**src/rtl/mc_main_ctrl_if.sv**
```systemverilog
// rtl/mc_main_ctrl_if.sv - control/datapath bundle between mc_main_ctrl and the multi-cycle RV32 datapath
// Optional port illegal exists only when RV_ILLEGAL_TRAP_EN is defined.
interface mc_main_ctrl_if;
  logic [6:0] op;
  logic       Zero;
  logic       mem_ready;
  logic       PCWrite;
  logic       AdrSrc;
  logic       MemWrite;
  logic       IRWrite;
  logic [1:0] ResultSrc;
  logic [1:0] ALUSrcA;
  logic [1:0] ALUSrcB;
  logic [1:0] ALUOp;
  logic [1:0] ImmSrc;
  logic       RegWrite;
  logic       instr_done;
  logic [3:0] state_o;
`ifdef RV_ILLEGAL_TRAP_EN
  logic       illegal;

  modport master (
    input  op, Zero, mem_ready,
    output PCWrite, AdrSrc, MemWrite, IRWrite, ResultSrc, ALUSrcA, ALUSrcB,
           ALUOp, ImmSrc, RegWrite, instr_done, state_o, illegal
  );
  modport slave (
    output op, Zero, mem_ready,
    input  PCWrite, AdrSrc, MemWrite, IRWrite, ResultSrc, ALUSrcA, ALUSrcB,
           ALUOp, ImmSrc, RegWrite, instr_done, state_o, illegal
  );
`else
  modport master (
    input  op, Zero, mem_ready,
    output PCWrite, AdrSrc, MemWrite, IRWrite, ResultSrc, ALUSrcA, ALUSrcB,
           ALUOp, ImmSrc, RegWrite, instr_done, state_o
  );
  modport slave (
    output op, Zero, mem_ready,
    input  PCWrite, AdrSrc, MemWrite, IRWrite, ResultSrc, ALUSrcA, ALUSrcB,
           ALUOp, ImmSrc, RegWrite, instr_done, state_o
  );
`endif
endinterface

```
**src/rtl/mc_main_ctrl.sv**
```systemverilog
// rtl/mc_main_ctrl.sv - main control FSM of the multi-cycle RV32 core (lw, sw, R, I, beq, jal)
// Optional: RV_ILLEGAL_TRAP_EN traps unknown opcodes in a sticky TRAP state instead of retiring them as NOPs.
module mc_main_ctrl #(
  parameter bit USE_MEM_READY = 1'b1
) (
  input  logic          clk,
  input  logic          reset,
  mc_main_ctrl_if.master bus
);

  localparam logic [6:0] OP_LW  = 7'b0000011;
  localparam logic [6:0] OP_SW  = 7'b0100011;
  localparam logic [6:0] OP_R   = 7'b0110011;
  localparam logic [6:0] OP_I   = 7'b0010011;
  localparam logic [6:0] OP_BEQ = 7'b1100011;
  localparam logic [6:0] OP_JAL = 7'b1101111;

  typedef enum logic [3:0] {
    S_FETCH    = 4'd0,
    S_DECODE   = 4'd1,
    S_MEMADR   = 4'd2,
    S_MEMREAD  = 4'd3,
    S_MEMWB    = 4'd4,
    S_MEMWRITE = 4'd5,
    S_EXECR    = 4'd6,
    S_EXECI    = 4'd7,
    S_ALUWB    = 4'd8,
    S_BEQ      = 4'd9,
    S_JAL      = 4'd10,
    S_TRAP     = 4'd11
  } state_t;

  typedef struct packed {
    logic       adr_src;
    logic       mem_write;
    logic [1:0] result_src;
    logic [1:0] alu_src_a;
    logic [1:0] alu_src_b;
    logic [1:0] alu_op;
    logic       reg_write;
    logic       branch;
    logic       pc_update;
    logic       done;
`ifdef RV_ILLEGAL_TRAP_EN
    logic       illegal;
`endif
  } moore_t;

  // State-only outputs; input-dependent terms are merged in after the register.
  function automatic moore_t moore_of(state_t s);
    moore_t m;
    m = '0;
    case (s)
      S_FETCH:    begin m.alu_src_b = 2'b10; m.result_src = 2'b10; end
      S_DECODE:   begin m.alu_src_a = 2'b01; m.alu_src_b = 2'b01; end
      S_MEMADR:   begin m.alu_src_a = 2'b10; m.alu_src_b = 2'b01; end
      S_MEMREAD:  m.adr_src = 1'b1;
      S_MEMWB:    begin m.result_src = 2'b01; m.reg_write = 1'b1; m.done = 1'b1; end
      S_MEMWRITE: begin m.adr_src = 1'b1; m.mem_write = 1'b1; end
      S_EXECR:    begin m.alu_src_a = 2'b10; m.alu_op = 2'b10; end
      S_EXECI:    begin m.alu_src_a = 2'b10; m.alu_src_b = 2'b01; m.alu_op = 2'b10; end
      S_ALUWB:    begin m.reg_write = 1'b1; m.done = 1'b1; end
      S_BEQ:      begin m.alu_src_a = 2'b10; m.alu_op = 2'b01; m.branch = 1'b1; m.done = 1'b1; end
      S_JAL:      begin m.alu_src_a = 2'b01; m.alu_src_b = 2'b10; m.pc_update = 1'b1; end
`ifdef RV_ILLEGAL_TRAP_EN
      S_TRAP:     m.illegal = 1'b1;
`endif
      default:    m = '0;
    endcase
    return m;
  endfunction

  state_t state_q, state_d;
  moore_t mo_q;
  logic   mem_rdy;
  logic   unknown_nop;

  assign mem_rdy = USE_MEM_READY ? bus.mem_ready : 1'b1;

  always_comb begin
    state_d     = state_q;
    unknown_nop = 1'b0;
    case (state_q)
      S_FETCH:    if (mem_rdy) state_d = S_DECODE;
      S_DECODE: begin
        case (bus.op)
          OP_LW, OP_SW: state_d = S_MEMADR;
          OP_R:         state_d = S_EXECR;
          OP_I:         state_d = S_EXECI;
          OP_BEQ:       state_d = S_BEQ;
          OP_JAL:       state_d = S_JAL;
          default: begin
`ifdef RV_ILLEGAL_TRAP_EN
            state_d = S_TRAP;
`else
            // PC was already advanced in FETCH, so the unknown op retires as a NOP here.
            state_d     = S_FETCH;
            unknown_nop = 1'b1;
`endif
          end
        endcase
      end
      S_MEMADR:   state_d = (bus.op == OP_SW) ? S_MEMWRITE :
                            (bus.op == OP_LW) ? S_MEMREAD  : S_FETCH;
      S_MEMREAD:  if (mem_rdy) state_d = S_MEMWB;
      S_MEMWB:    state_d = S_FETCH;
      S_MEMWRITE: if (mem_rdy) state_d = S_FETCH;
      S_EXECR:    state_d = S_ALUWB;
      S_EXECI:    state_d = S_ALUWB;
      S_ALUWB:    state_d = S_FETCH;
      S_BEQ:      state_d = S_FETCH;
      S_JAL:      state_d = S_ALUWB;
`ifdef RV_ILLEGAL_TRAP_EN
      S_TRAP:     state_d = S_TRAP;
`endif
      default:    state_d = S_FETCH;
    endcase
  end

  always_ff @(posedge clk) begin
    if (reset) begin
      state_q <= S_FETCH;
      mo_q    <= moore_of(S_FETCH);
    end else begin
      state_q <= state_d;
      mo_q    <= moore_of(state_d);
    end
  end

  logic in_fetch, in_memwrite, fetch_go;
  assign in_fetch    = (state_q == S_FETCH);
  assign in_memwrite = (state_q == S_MEMWRITE);
  assign fetch_go    = in_fetch & mem_rdy;

  assign bus.PCWrite    = ~reset & ((mo_q.branch & bus.Zero) | mo_q.pc_update | fetch_go);
  assign bus.IRWrite    = ~reset & fetch_go;
  assign bus.AdrSrc     = ~reset & mo_q.adr_src;
  assign bus.MemWrite   = ~reset & mo_q.mem_write;
  assign bus.ResultSrc  = reset ? 2'b00 : mo_q.result_src;
  assign bus.ALUSrcA    = reset ? 2'b00 : mo_q.alu_src_a;
  assign bus.ALUSrcB    = reset ? 2'b00 : mo_q.alu_src_b;
  assign bus.ALUOp      = reset ? 2'b00 : mo_q.alu_op;
  assign bus.RegWrite   = ~reset & mo_q.reg_write;
  assign bus.instr_done = ~reset & (mo_q.done | (in_memwrite & mem_rdy) | unknown_nop);
  assign bus.state_o    = state_q;
`ifdef RV_ILLEGAL_TRAP_EN
  assign bus.illegal    = ~reset & mo_q.illegal;
`endif

  always_comb begin
    case (bus.op)
      OP_SW:   bus.ImmSrc = 2'b01;
      OP_BEQ:  bus.ImmSrc = 2'b10;
      OP_JAL:  bus.ImmSrc = 2'b11;
      default: bus.ImmSrc = 2'b00;
    endcase
  end

endmodule
```
**src/flat_wrapper.sv**
```systemverilog
// flat-port wrapper written by rule: the top's interface ports become plain ports
module mc_main_ctrl_flat 
#(
  parameter bit USE_MEM_READY = 1'b1
)
  (clk, reset, bus_op, bus_Zero, bus_mem_ready, bus_PCWrite, bus_AdrSrc, bus_MemWrite, bus_IRWrite, bus_ResultSrc, bus_ALUSrcA, bus_ALUSrcB, bus_ALUOp, bus_ImmSrc, bus_RegWrite, bus_instr_done, bus_state_o);
  mc_main_ctrl_if bus_i ();
  input  logic clk;
  input  logic reset;
  input wire logic [$bits(bus_i.op)-1:0] bus_op;
  input wire logic [$bits(bus_i.Zero)-1:0] bus_Zero;
  input wire logic [$bits(bus_i.mem_ready)-1:0] bus_mem_ready;
  output wire logic [$bits(bus_i.PCWrite)-1:0] bus_PCWrite;
  output wire logic [$bits(bus_i.AdrSrc)-1:0] bus_AdrSrc;
  output wire logic [$bits(bus_i.MemWrite)-1:0] bus_MemWrite;
  output wire logic [$bits(bus_i.IRWrite)-1:0] bus_IRWrite;
  output wire logic [$bits(bus_i.ResultSrc)-1:0] bus_ResultSrc;
  output wire logic [$bits(bus_i.ALUSrcA)-1:0] bus_ALUSrcA;
  output wire logic [$bits(bus_i.ALUSrcB)-1:0] bus_ALUSrcB;
  output wire logic [$bits(bus_i.ALUOp)-1:0] bus_ALUOp;
  output wire logic [$bits(bus_i.ImmSrc)-1:0] bus_ImmSrc;
  output wire logic [$bits(bus_i.RegWrite)-1:0] bus_RegWrite;
  output wire logic [$bits(bus_i.instr_done)-1:0] bus_instr_done;
  output wire logic [$bits(bus_i.state_o)-1:0] bus_state_o;
  assign bus_i.op = bus_op;
  assign bus_i.Zero = bus_Zero;
  assign bus_i.mem_ready = bus_mem_ready;
  assign bus_PCWrite = bus_i.PCWrite;
  assign bus_AdrSrc = bus_i.AdrSrc;
  assign bus_MemWrite = bus_i.MemWrite;
  assign bus_IRWrite = bus_i.IRWrite;
  assign bus_ResultSrc = bus_i.ResultSrc;
  assign bus_ALUSrcA = bus_i.ALUSrcA;
  assign bus_ALUSrcB = bus_i.ALUSrcB;
  assign bus_ALUOp = bus_i.ALUOp;
  assign bus_ImmSrc = bus_i.ImmSrc;
  assign bus_RegWrite = bus_i.RegWrite;
  assign bus_instr_done = bus_i.instr_done;
  assign bus_state_o = bus_i.state_o;
  mc_main_ctrl #(.USE_MEM_READY(USE_MEM_READY)) u_core (.clk(clk), .reset(reset), .bus(bus_i));
endmodule
```
**config.mk**
```make
export PLATFORM = sky130hd
export DESIGN_NAME = mc_main_ctrl_flat
export DESIGN_NICKNAME = d
export VERILOG_FILES = /design/src/rtl/mc_main_ctrl_if.sv /design/src/rtl/mc_main_ctrl.sv /design/src/flat_wrapper.sv
export SDC_FILE = /design/constraint.sdc
export NUM_CORES = 1
export LEC_CHECK = 0
export CORE_MARGIN = 3
export CORE_UTILIZATION = 35
export CTS_BUF_LIST = sky130_fd_sc_hd__clkbuf_4
export DETAILED_ROUTE_END_ITERATION = 6
export GPL_TIMING_DRIVEN = 0
export PLACE_DENSITY = 0.61
export SLEW_MARGIN = 40
export SYNTH_ARGS = -nofsm -noshare
export SYNTH_HDL_FRONTEND = slang
export SYNTH_SLANG_ARGS = --single-unit
```
**constraint.sdc**
```tcl
create_clock -name clk -period 2.4 [get_ports clk]
set_input_delay 0.36 -clock clk [delete_from_list [all_inputs] [get_ports clk]]
set_output_delay 0.36 -clock clk [all_outputs]
set_load 0.02 [all_outputs]
```
# Word level (Yosys, flattened, before mapping)
# Cells that the tools add are included.
[word_totals]
ff_bits = 18
n_memories = 0
latchBits = 0
rom_bits = 0
mem_bits_rw = 0
[classes]
muxes = 24
div = 0
n_eq_ne = 23
n_mul = 0
addsub = 0
n_shift = 0
n_bitwise = 14
order_cmp = 0
reduce_logical = 13
[op_table]
columns = ["operator", "n"]
rows = [
  ["== test 4 x 3 -> 1 bit (second input constant)", 7],
  ["case mux 4 bit (6 select lines)", 1],
  ["case mux 4 bit (5 select lines)", 1],
  ["== test 4 x 2 -> 1 bit (second input constant)", 4],
  ["== test 4 bit (second input constant)", 4],
  ["two-way mux 4 bit", 4],
  ["case mux 2 bit (2 select lines)", 4],
  ["== test 7 x 6 -> 1 bit (second input constant)", 2],
  ["== test 7 bit (second input constant)", 2],
  ["OR reduction 2 bit", 6],
  ["two-way mux 2 bit", 5],
  ["bitwise AND 1 bit", 9],
  ["OR reduction 3 bit", 3],
  ["== test 4 x 1 -> 1 bit (second input constant)", 2],
  ["zero test 4 bit", 2],
  ["two-way mux 1 bit", 8],
  ["== test 7 x 2 -> 1 bit (second input constant)", 1],
  ["== test 7 x 5 -> 1 bit (second input constant)", 1],
  ["case mux 2 bit (3 select lines)", 1],
  ["OR reduction 6 bit", 1],
  ["bitwise OR 1 bit", 4],
  ["OR reduction 4 bit", 1],
  ["NOT 1 bit", 1],
]

# Longest topological paths before layout
[depth]
word_depth = 7
depth_mapped = 6

# Worst setup path after synthesis
# OpenSTA, ideal clock, no wires.
[synth_path]
path_type = "reg-to-reg"
start = "register u_core.state_q[2] (netlist: u_core.bus.state_o[2])"
end = "register u_core.mo_q[6] in the netlist's numbering"
n_path_buf = 1
arrival_ns = 1.793
path_slack_ns = 0.492
stages_incl_launch_ff = 7
cell_sequence = "dfxtp_1 > buf_2 > nor2_1 > and2_1 > a311oi_4 > a21bo_1 > a31o_1"
[synth_between]
elab_chain_cells = 6
word_cells_on_any_way = 21
[synth_lines]
columns = ["item", "line_no", "rtl"]
rows = [
  ["start, declared", "mc_main_ctrl.sv:73", "state_t state_q, state_d;"],
  ["start signal, assigned", "mc_main_ctrl.sv:125", "state_q <= state_d;"],
  ["== test 4 x 3 -> 1 bit / == test 4 bit (equally long branches)", "mc_main_ctrl.sv:83", "case (state_q)"],
  ["OR reduction 3 bit (no source line)", "--", ""],
  ["case mux 4 bit (6 select lines) *", "mc_main_ctrl.sv:83", ""],
  ["== test 4 x 1 -> 1 bit, or another cell as far along", "mc_main_ctrl.sv:53", "case (s)"],
  ["OR reduction 3 bit (no source line) / OR reduction 2 bit (equally long branches)", "--", ""],
  ["case mux 2 bit (2 select lines) *", "mc_main_ctrl.sv:53", ""],
  ["end signal, assigned", "mc_main_ctrl.sv:123", "mo_q <= moore_of(S_FETCH);"],
  ["end signal, assigned", "mc_main_ctrl.sv:126", "mo_q <= moore_of(state_d);"],
  ["end, declared", "mc_main_ctrl.sv:74", "moore_t mo_q;"],
]
# Every way passes the cells marked *; elsewhere a longest branch is shown, timed or not.
# A chain may end at the register's enable or synchronous reset.

# Final worst setup path
[layout_path]
start = "input port bus_op[3]"
end = "output port bus_ImmSrc[0]"
[layout_between]
elab_chain_cells = 2
word_cells_on_any_way = 4
[layout_lines]
columns = ["item", "line_no", "rtl"]
rows = [
  ["start, declared", "flat_wrapper.sv:10", "input wire logic [$bits(bus_i.op)-1:0] bus_op;"],
  ["== test 7 bit / == test 7 x 6 -> 1 bit (equally long branches)", "mc_main_ctrl.sv:151", "case (bus.op)"],
  ["case mux 2 bit (3 select lines) *", "mc_main_ctrl.sv:151", ""],
  ["end, declared", "flat_wrapper.sv:21", "output wire logic [$bits(bus_i.ImmSrc)-1:0] bus_ImmSrc;"],
]
# Marked as above.

==> results.md <==
* Post-route DRC at 0
* Met2 GRT Util at 0.273
* CTS tree: yes
* Pwr dens at 401 mW/mm^2
* # Max-Cap Violations at 0
* Slowest cell on the critical path: sky130_fd_sc_hd__clkdlybuf4s50_1
* Antenna fix cells at 0
* Cell area reported after detailed placement at 0.00130 mm^2
* Yosys cell types at 42
* Top flip-flop cell by instance count after synthesis: sky130_fd_sc_hd__dfxtp_1
* Synthesized netlist cell count at 107
* Initial DRT Pass Iterations at 4
* Clock transition at the registers of the reported paths at 90 ps
* Startpoint of the most critical hold path: bus_op[4]
* Critical Path Sink Type: primary output
* Maximum VDD drop at 0.417 mV
* Detailed Route WL at 2.53 mm
* Reg-to-Reg Start: u_core.bus.state_o[2]
* Number of clock sinks at 17
* Cell types occupying the most area after synthesis: sky130_fd_sc_hd__dfxtp_1 (35%), sky130_fd_sc_hd__nor2b_1 (8.4%), sky130_fd_sc_hd__nor2_1 (4.3%)
* Worst Skew at 1.87 ps
* Utilization after layout at 0.541
* Fraction of final layout cells sized beyond drive strength 1 at 0.154
* Die Span Y at 58.5 um
* Nature of the critical path startpoint: input pin
* Area fraction of the dominant cell type after synthesis at 0.352
* Data arrival time at the worst-slack endpoint at 1960 ps
* CTS buffer count at 3
* Port buffer count at 30
* Warnings, synthesis at 0
* Transition time of the tightest slew-check pin at 542 ps
* Result of the run: finished clean
* Met1 demand-to-capacity share in global routing at 0.209
* Top library cells by usage in the layout, fill and taps aside: sky130_fd_sc_hd__clkdlybuf4s50_1 (23), sky130_fd_sc_hd__dfxtp_1 (17), sky130_fd_sc_hd__nor2b_1 (13)
* Synth-to-Final Area Change at 42.5%
* All-layer global routing usage at 0.162
* DR vias/cell at 5.36
* Final nets at 155
* Number of antenna violations at the first check in global routing at 0
* Cell-by-cell listing of the critical path: clkdlybuf4s50_1 > nand4bb_2 > o22ai_2 > and3b_1 > dlygate4sd2_1
* Cell Rows at 18
* Boundary Pins at 31
* Hold buffer count at cts at 0
* Max Freq at 431 MHz
* Library cell with the largest summed area after synthesis: sky130_fd_sc_hd__dfxtp_1
* Routability Congestion at 0.809
* Starting density of the core at 0.380
* Leakage component of the power at 0.000555 uW
* Final hold violation count at 0
* Commonest non-fill, non-tap cell in the layout: sky130_fd_sc_hd__clkdlybuf4s50_1
* Minimum clock period after layout at 2320 ps
* Final standard cell area without fillers at 0.00138 mm^2
* Max H-tree Level at 1
* Clock tree root buffer cell: sky130_fd_sc_hd__clkbuf_4
* Number of enable-type register cells in the synthesized netlist at 0
* Delay of the slowest cell on the worst path at 460 ps
* Detailed Route Iter0 Violations at 7
* Routing layer with the top usage in global route: met2
* RSZ-0062 raised after global routing: false
* Setup total negative slack at 0 ps
* Placeable core region at 0.00254 mm^2
* Slew Limit Fails at 0
* Detailed-route wire length per cell at 14.6 um
* Worst-skew pair later-pin latency at 280 ps
* Die Area at 0.00343 mm^2
* Synthesized flop and latch total at 17
* Total number of vias at 928
* Worst min path class: in2reg
* Antenna Nets Post-Route at 0
* Start-to-end type of the worst setup path: in2out
* Part of the Yosys area used for sequential elements at 0.352
* Die boundary width at 58.5 um
* Synthesized Nets at 118
* Global-route wire length before repair at 4.31 mm
* Synth Cell Area at 966 um^2
* Maximum fanout count along the critical path at 4
* Post-route fraction of the period consumed by the critical path at 0.967
* Met3 Use GR at 0.0351
* Async set-reset flop share out of synthesis at 0
* Final global-route overflow total at 0
* Total half-perimeter wirelength after legalization and detailed placement at 1.85 mm
* Worst setup path startpoint: bus_op[3]
* Maximum buffer depth of the clock tree at 2
* Worst slew slack as a fraction of its limit at 0.637
* Final setup violation count at 0
* Pin count of the biggest net entering global routing at 11
* Mean instance size in the synthesized netlist at 9.03 um^2
* Number of global-route vias before repair at 908
* Crit path required time at 2040 ps
==> through the flow <==
step	hold slack (ps)	setup WS (ps)	power, uW	std cells
after floorplan	437	492	347	107
after CTS	783	-76.0	557	171
final	720	78.1	552	173
after global placement	870	-334	394	167
after global routing	751	6.25	575	173
after detailed placement	853	-375	395	167
==> cell type report <==
class | instances | area (um^2)
Fill cell | 240 | 1170
Multi-Input combinational cell | 82 | 618
Sequential cell | 17 | 340
Timing Repair Buffer | 32 | 314
Tap cell | 30 | 37.5
Clock buffer | 4 | 30.0
Buffer | 5 | 25.0
Inverter | 3 | 11.3
==> per-layer routing <==
layer  part of all wire  vias up
li1                   -      470
met1               0.46      440
met2               0.50       14
met3              0.029        4
met4             0.0099        0
met5                  0        -
==> timing repair <==
item                       in CTS  in global routing
pin swaps                       0                  2
setup endpoints to repair       5                 13
setup buffers                   0                  2
resized for setup               8                 11
==> flip-flops by register name (all words and copies together), names as in the netlist <==
signal	flops
u_core.mo_q	13
u_core.bus.state_o	4
==> final timing paths <==
path	slack, ps	to	depth (start not counted)
hold / removal	720	u_core.mo_q[6]	4
setup / recovery	80	bus_ImmSrc[0]	5
hold reg to reg	900	u_core.bus.state_o[0]	4
setup reg to reg	430	u_core.mo_q[6]	6
==> cells in the mapped netlist (2+ instances only) <==
cell                       count
sky130_fd_sc_hd__a31oi_2       2
sky130_fd_sc_hd__nand4b_1      2
sky130_fd_sc_hd__a31oi_1       2
sky130_fd_sc_hd__nand2b_1      3
sky130_fd_sc_hd__nor3b_1       2
sky130_fd_sc_hd__nor3_1        2
sky130_fd_sc_hd__or2_1         3
sky130_fd_sc_hd__nor2_1       11
sky130_fd_sc_hd__nor2b_1      13
sky130_fd_sc_hd__a31o_1        2
sky130_fd_sc_hd__dfxtp_1      17
sky130_fd_sc_hd__a21oi_1       4
sky130_fd_sc_hd__clkbuf_1      2
sky130_fd_sc_hd__inv_1         3
sky130_fd_sc_hd__o21ai_1       2
sky130_fd_sc_hd__nand3_1       3
sky130_fd_sc_hd__and3b_1       2
sky130_fd_sc_hd__nor4bb_1      4
sky130_fd_sc_hd__buf_2         3
sky130_fd_sc_hd__nand2_1       3
==> power by group <==
| part | leakage (uW) | internal [uW] | switching [uW] |
|---|---|---|---|
| sequential | 0.000138 | 287 | 1.86 |
| clock | 0.0000184 | 75.8 | 86.1 |
| combinational | 0.000398 | 47.4 | 53.7 |
| total | 0.000555 | 411 | 142 |
==> logic make-up (layout without fill, tap and decap cells) <==
| group | after synthesis | count (layout) | share of synthesized area |
|---|---|---|---|
| AND/OR/NAND/NOR | 55 | 55 | 0.360 |
| AO/OA/AOI/OAI | 26 | 26 | 0.244 |
| flip-flops | 17 | 17 | 0.352 |
| buffers and inverters | 8 | 44 | 0.0350 |
| XOR/XNOR | 1 | 1 | 0.00907 |
==> worst max-delay path, delay by kind of cell <==
family / cells / cell delay [ps]
AO/OA/AOI/OAI: 1 / 260
AND/OR/NAND/NOR: 2 / 550
buffers and inverters: 2 / 780
Power figures use the tool's default switching activity.
